File: config.mk
export PLATFORM = sky130hd
export DESIGN_NAME = cond_unit
export DESIGN_NICKNAME = d
export VERILOG_FILES = /design/src/rtl/cond_unit.sv
export SDC_FILE = /design/constraint.sdc
export NUM_CORES = 1
export LEC_CHECK = 0
export BUFFER_PORTS_ARGS = -buffer_cell sky130_fd_sc_hd__buf_2
export CORE_AREA = 2 2 39 41
export DETAILED_ROUTE_END_ITERATION = 12
export DIE_AREA = 0 0 41 43
export PLACE_DENSITY = 0.81
export SLEW_MARGIN = 10
export SYNTH_ARGS = -nofsm -noshare
export SYNTH_HDL_FRONTEND = slang
export SYNTH_SLANG_ARGS = --single-unit
File: constraint.sdc
create_clock -name clk -period 2.1 [get_ports clk]
set_clock_uncertainty 0.1 [all_clocks]
set_input_delay 0.315 -clock clk [delete_from_list [all_inputs] [get_ports clk]]
set_output_delay 0.315 -clock clk [all_outputs]
set_load 0.05 [all_outputs]
File: src/rtl/cond_unit.sv
// cond_unit - condition evaluation and NZCV flag storage behind the ALU.
// Holds the architectural flags, evaluates the instruction condition field
// against them and gates the register-file, memory and PC write enables.
// Optional feature macro: COND_QFLAG_EN adds a sticky Q flag with its
// q_set / msr_data_q inputs and qflag output.
module cond_unit #(
  parameter logic [3:0] FLAG_RST = 4'b0000
) (
  input  logic       clk,
  input  logic       rst_n,
  input  logic       instr_valid,
  input  logic [3:0] cond,
  input  logic [3:0] alu_flags,
  input  logic [2:0] flag_w,
  input  logic       msr_we,
  input  logic [3:0] msr_data,
  input  logic       reg_write,
  input  logic       mem_write,
  input  logic       pc_src,
`ifdef COND_QFLAG_EN
  input  logic       q_set,
  input  logic       msr_data_q,
  output logic       qflag,
`endif
  output logic       cond_ex,
  output logic       reg_write_g,
  output logic       mem_write_g,
  output logic       pc_src_g,
  output logic [3:0] flags,
  output logic       carry_out
);

  logic [3:0] r_flags;
  logic [3:0] w_flagsNext;
  logic       w_condPass;
  logic       w_commit;
  logic       w_n;
  logic       w_z;
  logic       w_c;
  logic       w_v;

  assign w_n = r_flags[3];
  assign w_z = r_flags[2];
  assign w_c = r_flags[1];
  assign w_v = r_flags[0];

  // Decode the condition field against the flags stored before this instruction.
  always_comb begin
    w_condPass = 1'b0;
    case (cond)
      4'b0000: w_condPass = w_z;
      4'b0001: w_condPass = !w_z;
      4'b0010: w_condPass = w_c;
      4'b0011: w_condPass = !w_c;
      4'b0100: w_condPass = w_n;
      4'b0101: w_condPass = !w_n;
      4'b0110: w_condPass = w_v;
      4'b0111: w_condPass = !w_v;
      4'b1000: w_condPass = w_c && !w_z;
      4'b1001: w_condPass = !w_c || w_z;
      4'b1010: w_condPass = (w_n == w_v);
      4'b1011: w_condPass = (w_n != w_v);
      4'b1100: w_condPass = !w_z && (w_n == w_v);
      4'b1101: w_condPass = w_z || (w_n != w_v);
      4'b1110: w_condPass = 1'b1;
      default: w_condPass = 1'b0;
    endcase
  end

  // A live instruction whose condition passed is the only thing allowed to commit.
  assign w_commit    = instr_valid && w_condPass;
  assign cond_ex     = w_commit;
  assign reg_write_g = reg_write && w_commit;
  assign mem_write_g = mem_write && w_commit;
  assign pc_src_g    = pc_src && w_commit;

  // Select the next flag value: MSR overrides, otherwise per-group S-suffix updates.
  always_comb begin
    w_flagsNext = r_flags;
    if (w_commit) begin
      if (msr_we) begin
        w_flagsNext = msr_data;
      end else begin
        if (flag_w[2]) begin
          w_flagsNext[3:2] = alu_flags[3:2];
        end
        if (flag_w[1]) begin
          w_flagsNext[1] = alu_flags[1];
        end
        if (flag_w[0]) begin
          w_flagsNext[0] = alu_flags[0];
        end
      end
    end
  end

  // NZCV register; reset wins over any write pending in the same cycle.
  always_ff @(posedge clk or negedge rst_n) begin
    if (!rst_n) begin
      r_flags <= FLAG_RST;
    end else begin
      r_flags <= w_flagsNext;
    end
  end

  assign flags     = r_flags;
  assign carry_out = r_flags[1];

`ifdef COND_QFLAG_EN
  logic r_qflag;

  // Sticky saturation flag: set by q_set, only MSR or reset can clear it.
  always_ff @(posedge clk or negedge rst_n) begin
    if (!rst_n) begin
      r_qflag <= 1'b0;
    end else if (w_commit && msr_we) begin
      r_qflag <= msr_data_q;
    end else if (w_commit && q_set) begin
      r_qflag <= 1'b1;
    end
  end

  assign qflag = r_qflag;
`endif

endmodule

# Yosys cells after proc, flatten, opt, wreduce, memory -nomap -nowiden
# Index checks and enable logic that the tools add are counted.
# word_totals
word_cells	43
input_bits	22
out_inout_bits	9
reg_bits	4
# classes
eq_ne	16
n_mux	5
n_reduce_logical	19
# ops
cell	n
$eq 4x4->1 const B	7
$eq 4x3->1 const B	4
$pmux 1 s15	1
$eq 4x2->1 const B	2
$logic_and 1x1->1	6
$reduce_and 2->1	3
$reduce_bool 2->1	3
$eq 4x1->1 const B	1
$logic_not 1->1	4
$logic_not 4->1	1
$mux 4	1
$logic_or 1x1->1	2
$mux 1	2
$mux 2	1
$eq 1x1->1	1
$ne 1x1->1	1

# Logic depth before layout (Yosys ltp)
# logic_depth
depth_word	5
mapped_depth	6
mapped_depth_nobuf	5

# Worst setup path after synthesis
# No wires, ideal clock.
# synth_path
kind	register to output
startpoint	register r_flags[2] (netlist: flags[2])
endpoint	output mem_write_g
path_stages_with_launch	6
n_path_buf	0
required_ns	1.685
slack_ns	-0.739
arrival_time_ns	2.424
cell_sequence	dfrtp_1 and4bb_1 mux2i_1 a311oi_2 o311a_1 and2_1
# synth_via
elab_chain_cells	5
word_cells_on_any_way	8
classes_between	1 x mux; 7 x reduce/logical
# synth_lines
item	line	text
start, declared	33	logic [3:0] r_flags;
start signal, assigned	102	r_flags <= w_flagsNext;
$logic_not 1->1	52, 59, 63	
$logic_and 1x1->1, on equally long branches	63, 59	
$pmux 1 s15 (*)	50	case (cond)
$logic_and 1x1->1 (*)	71	assign w_commit = instr_valid && w_condPass;
named net cond_ex	25	output logic cond_ex,
$logic_and 1x1->1 (*)	74	assign mem_write_g = mem_write && w_commit;
end, declared	27	output logic mem_write_g,
# Mark *: on every way through the listed nets, which the timed path passes. The rest lies on a longest branch.

# Worst setup path in the final report
# layout_path
startpoint	register r_flags[3] (netlist: flags[3])
endpoint	output pc_src_g
# layout_via
elab_chain_cells	5
word_cells_on_any_way	8
classes_between	2 x eq/ne; 1 x mux; 5 x reduce/logical
# layout_lines
item	line	text
$ne 1x1->1 / $eq 1x1->1 (equally long branches)	-	
$logic_or 1x1->1 / $logic_and 1x1->1 (equally long branches)	64, 63	
$pmux 1 s15 (*)	50	
$logic_and 1x1->1 (*)	71	
$logic_and 1x1->1 (*)	75	assign pc_src_g = pc_src && w_commit;
end, declared	28	output logic pc_src_g,
# Mark *: on every way between the ends. The rest lies on a longest branch, timed or not.

==> summary.md <==
| Metric | Value |
|---|---|
| Outcome | finished with violations |
| Failing checks | setup timing |
| Max Transition Viols Final | 0 |
| Area of the die | 0.00176 mm² |
| Warnings, synthesis | 0 |
| Required time of the critical path | 1.68 ns |
| Sort of element at the end of the critical path | output port |
| RSZ-0062 raised after global routing | true |
| Total number of placement rows | 14 |
| Number of I/O port buffers | 30 |
| Most common cell after layout, fill and taps aside | sky130_fd_sc_hd__buf_2 |
| Number of antenna violations at the first check in global routing | 0 |
| Share of layout cells above drive strength 1 | 63.0% |
| Final hold slack | 0.315 ns |
| FF-to-FF Start | flags[3] |
| First-pass GRT wire length | 2.34 mm |
| Mean Syn Cell Area | 8.70 µm² |
| Average detailed-routed wire length per instance | 12.4 µm |
| Worst-path maximum fanout | 4 |
| Data arrival time of the critical path | 1.89 ns |
| Remaining DRCs | 0 |
| Clock transition time at the flip-flop clock pins of the worst setup and hold paths | 0.04 ns |
| Crit. Startpoint | flags[3] |
| Vias in the first global route | 559 |
| Number of top-level pins | 31 |
| Register bit total from synthesis | 4 |
| Effective utilization at floorplan | 37.7% |
| Cell leakage power | 0.412 nW |
| Worst max-slew margin expressed relative to the limit | 80.4% |
| Width of the die | 41 µm |
| Actual slew at the worst max-slew pin | 0.294 ns |
| Post-Place Cells | 110 |
| Final worst slack | -0.205 ns |
| Final hold vios | 0 |
| CTS Sinks | 4 |
| Remaining global-route overflow | 0 |
| Number of vias per cell | 4.99 |
| Largest net degree at the start of global routing | 13 |
| Total iterations of the first detailed-routing run | 4 |
| Number of buffers between clock root and the deepest sink | 2 |
| Cts bufs inserted | 3 |
| Endpoints failing setup | 4 |
| Worst Path Class, Setup | flop to output port |
| CTS tree | yes |
| Antenna diode count | 0 |
| Count of mapped cells out of synthesis | 60 |
| Post-Layout Cell Count | 116 |
| Die height | 43 µm |
| Last weighted congestion value of the routability-driven placer | 0.720 |
| Buffer cell driving the clock tree root | sky130_fd_sc_hd__clkbuf_4 |
| Synthesized netlist net count | 82 |
| Maximum resistive drop on vdd | 0.912 mV |
| Half-perimeter wire length after detailed placement | 1.08 mm |
| Post-layout net count | 123 |
| Insertion delay to the later sink of the worst-skew pair | 0.23 ns |
| Power after layout | 1.00 mW |
| H-tree levels | 1 |
| Number of different library cells in the post-synthesis netlist | 31 |
| Netlist area before placement | 522 µm² |
| Power density relative to cell area | 1160 mW/mm² |
| Total global routing track utilization | 18.9% |
| Area of the core region | 0.00138 mm² |
| Highest-count cells in the layout ignoring fill and taps | 27 x sky130_fd_sc_hd__buf_2, 11 x sky130_fd_sc_hd__buf_4, 8 x sky130_fd_sc_hd__nor2_1, 4 x sky130_fd_sc_hd__mux2_2 |
| Max-Cap Viols | 0 |
| Share of flip-flops with an asynchronous set or reset | 100% |
| Non-Filler Cell Area, Final | 862 µm² |
| Path type of the worst min-delay path | input pin to asynchronous set/reset pin |
| WL final | 1.44 mm |
| Critical Path Start Type | flop |
| Number of enable-type register cells in the synthesized netlist | 0 |
| Crit share post-route | 110% |
| Post-synth top flop | sky130_fd_sc_hd__dfrtp_1 |
| Area Overhead vs Synth | 65.2% |
| Drt initial violations | 6 |
| Final ANT Viol Nets | 0 |
| Routed vias | 579 |
| Cell Area, Placed | 749 µm² |
| Portion of the post-synthesis area used by sequential elements | 19.2% |
| Clock period minus worst slack | 2.31 ns |
| Max reg flops | 4 |
| FMAX | 0.434 GHz |
repair_timing:
action,4_1_cts,5_1_grt
hold endpoints to repair,4,0
setup endpoints to repair,4,8
resized for setup,13,2
pin swaps,8,6
gates cloned,0,0
hold buffers,1,0
setup buffers,2,1
cells by family after synthesis:
group | synth area share, %
mux | 23.0
flops | 19.2
xor+xnor | 3.36
simple gates | 26.9
compound gates | 19.2
buf+inv | 8.39
report_power, final:
group / switching (mW) / internal [mW] / total [mW] / leakage (nW)
registers: 0.0607 / 0.123 / 0.184 / 0.0441
logic: 0.410 / 0.304 / 0.714 / 0.353
clock network: 0.0318 / 0.0713 / 0.103 / 0.0150
total: 0.503 / 0.499 / 1.00 / 0.412
per-stage QoR:
stage | utilization, % | worst slack (ns) | TNS, ns
4_1_cts | 61.9 | -0.223 | -0.837
3_3_place_gp | 54.2 | -0.0294 | -0.0869
6_report | 62.3 | -0.205 | -0.741
3_5_place_dp | 54.2 | -0.0571 | -0.167
2_1_floorplan | - | -0.162 | -0.486
5_1_grt | 62.3 | -0.248 | -0.930
final timing paths:
check | to | slack, ns | cells past startpoint
worst max-delay path | pc_src_g | -0.21 | 7
worst min-delay path | flags[2] | 0.32 | 2
min in group clk | flags[2] | 0.33 | 3
worst min register to register | flags[2] | 0.53 | 2
worst max register to register | flags[1] | 0.10 | 6
max in group asynchronous | flags[0] | 1.45 | 2
layer usage:
metal	vias up	part of all wire (%)	wire [µm]	GRT usage (%)
met3	0	4.5	65	3.14
met1	256	43	622	23.4
met5	-	0	0	0
li1	303	-	-	-
met2	20	52	755	31.6
met4	0	0	0	6.00
worst max-delay path: stages (launching register included):
cell and delay (ns):
sky130_fd_sc_hd__dfrtp_2 0.43, sky130_fd_sc_hd__buf_4 0.15, sky130_fd_sc_hd__mux2i_1 0.15, sky130_fd_sc_hd__o31a_1 0.15, sky130_fd_sc_hd__o22ai_2 0.08, sky130_fd_sc_hd__o311a_4 0.40
sky130_fd_sc_hd__and2_4 0.15, sky130_fd_sc_hd__buf_8 0.14
cell type report:
cell class,instances,area (µm²)
multi-input cells,49,435
repair buffers,42,273
flip-flops and latches,4,104
inverters,1,3.75
well taps,16,20.0
clock buffers,4,26.3
fillers,121,522
cell usage after synthesis, types with 3 or more instances:
cell                      n  area [µm²]
sky130_fd_sc_hd__mux2i_1  3        30.0
sky130_fd_sc_hd__dfrtp_1  4         100
sky130_fd_sc_hd__and2_1   3        18.8
sky130_fd_sc_hd__mux2_2   4        45.0
sky130_fd_sc_hd__mux2_1   4        45.0
sky130_fd_sc_hd__nor2_1   8        30.0
Power figures use the tool's default switching activity.
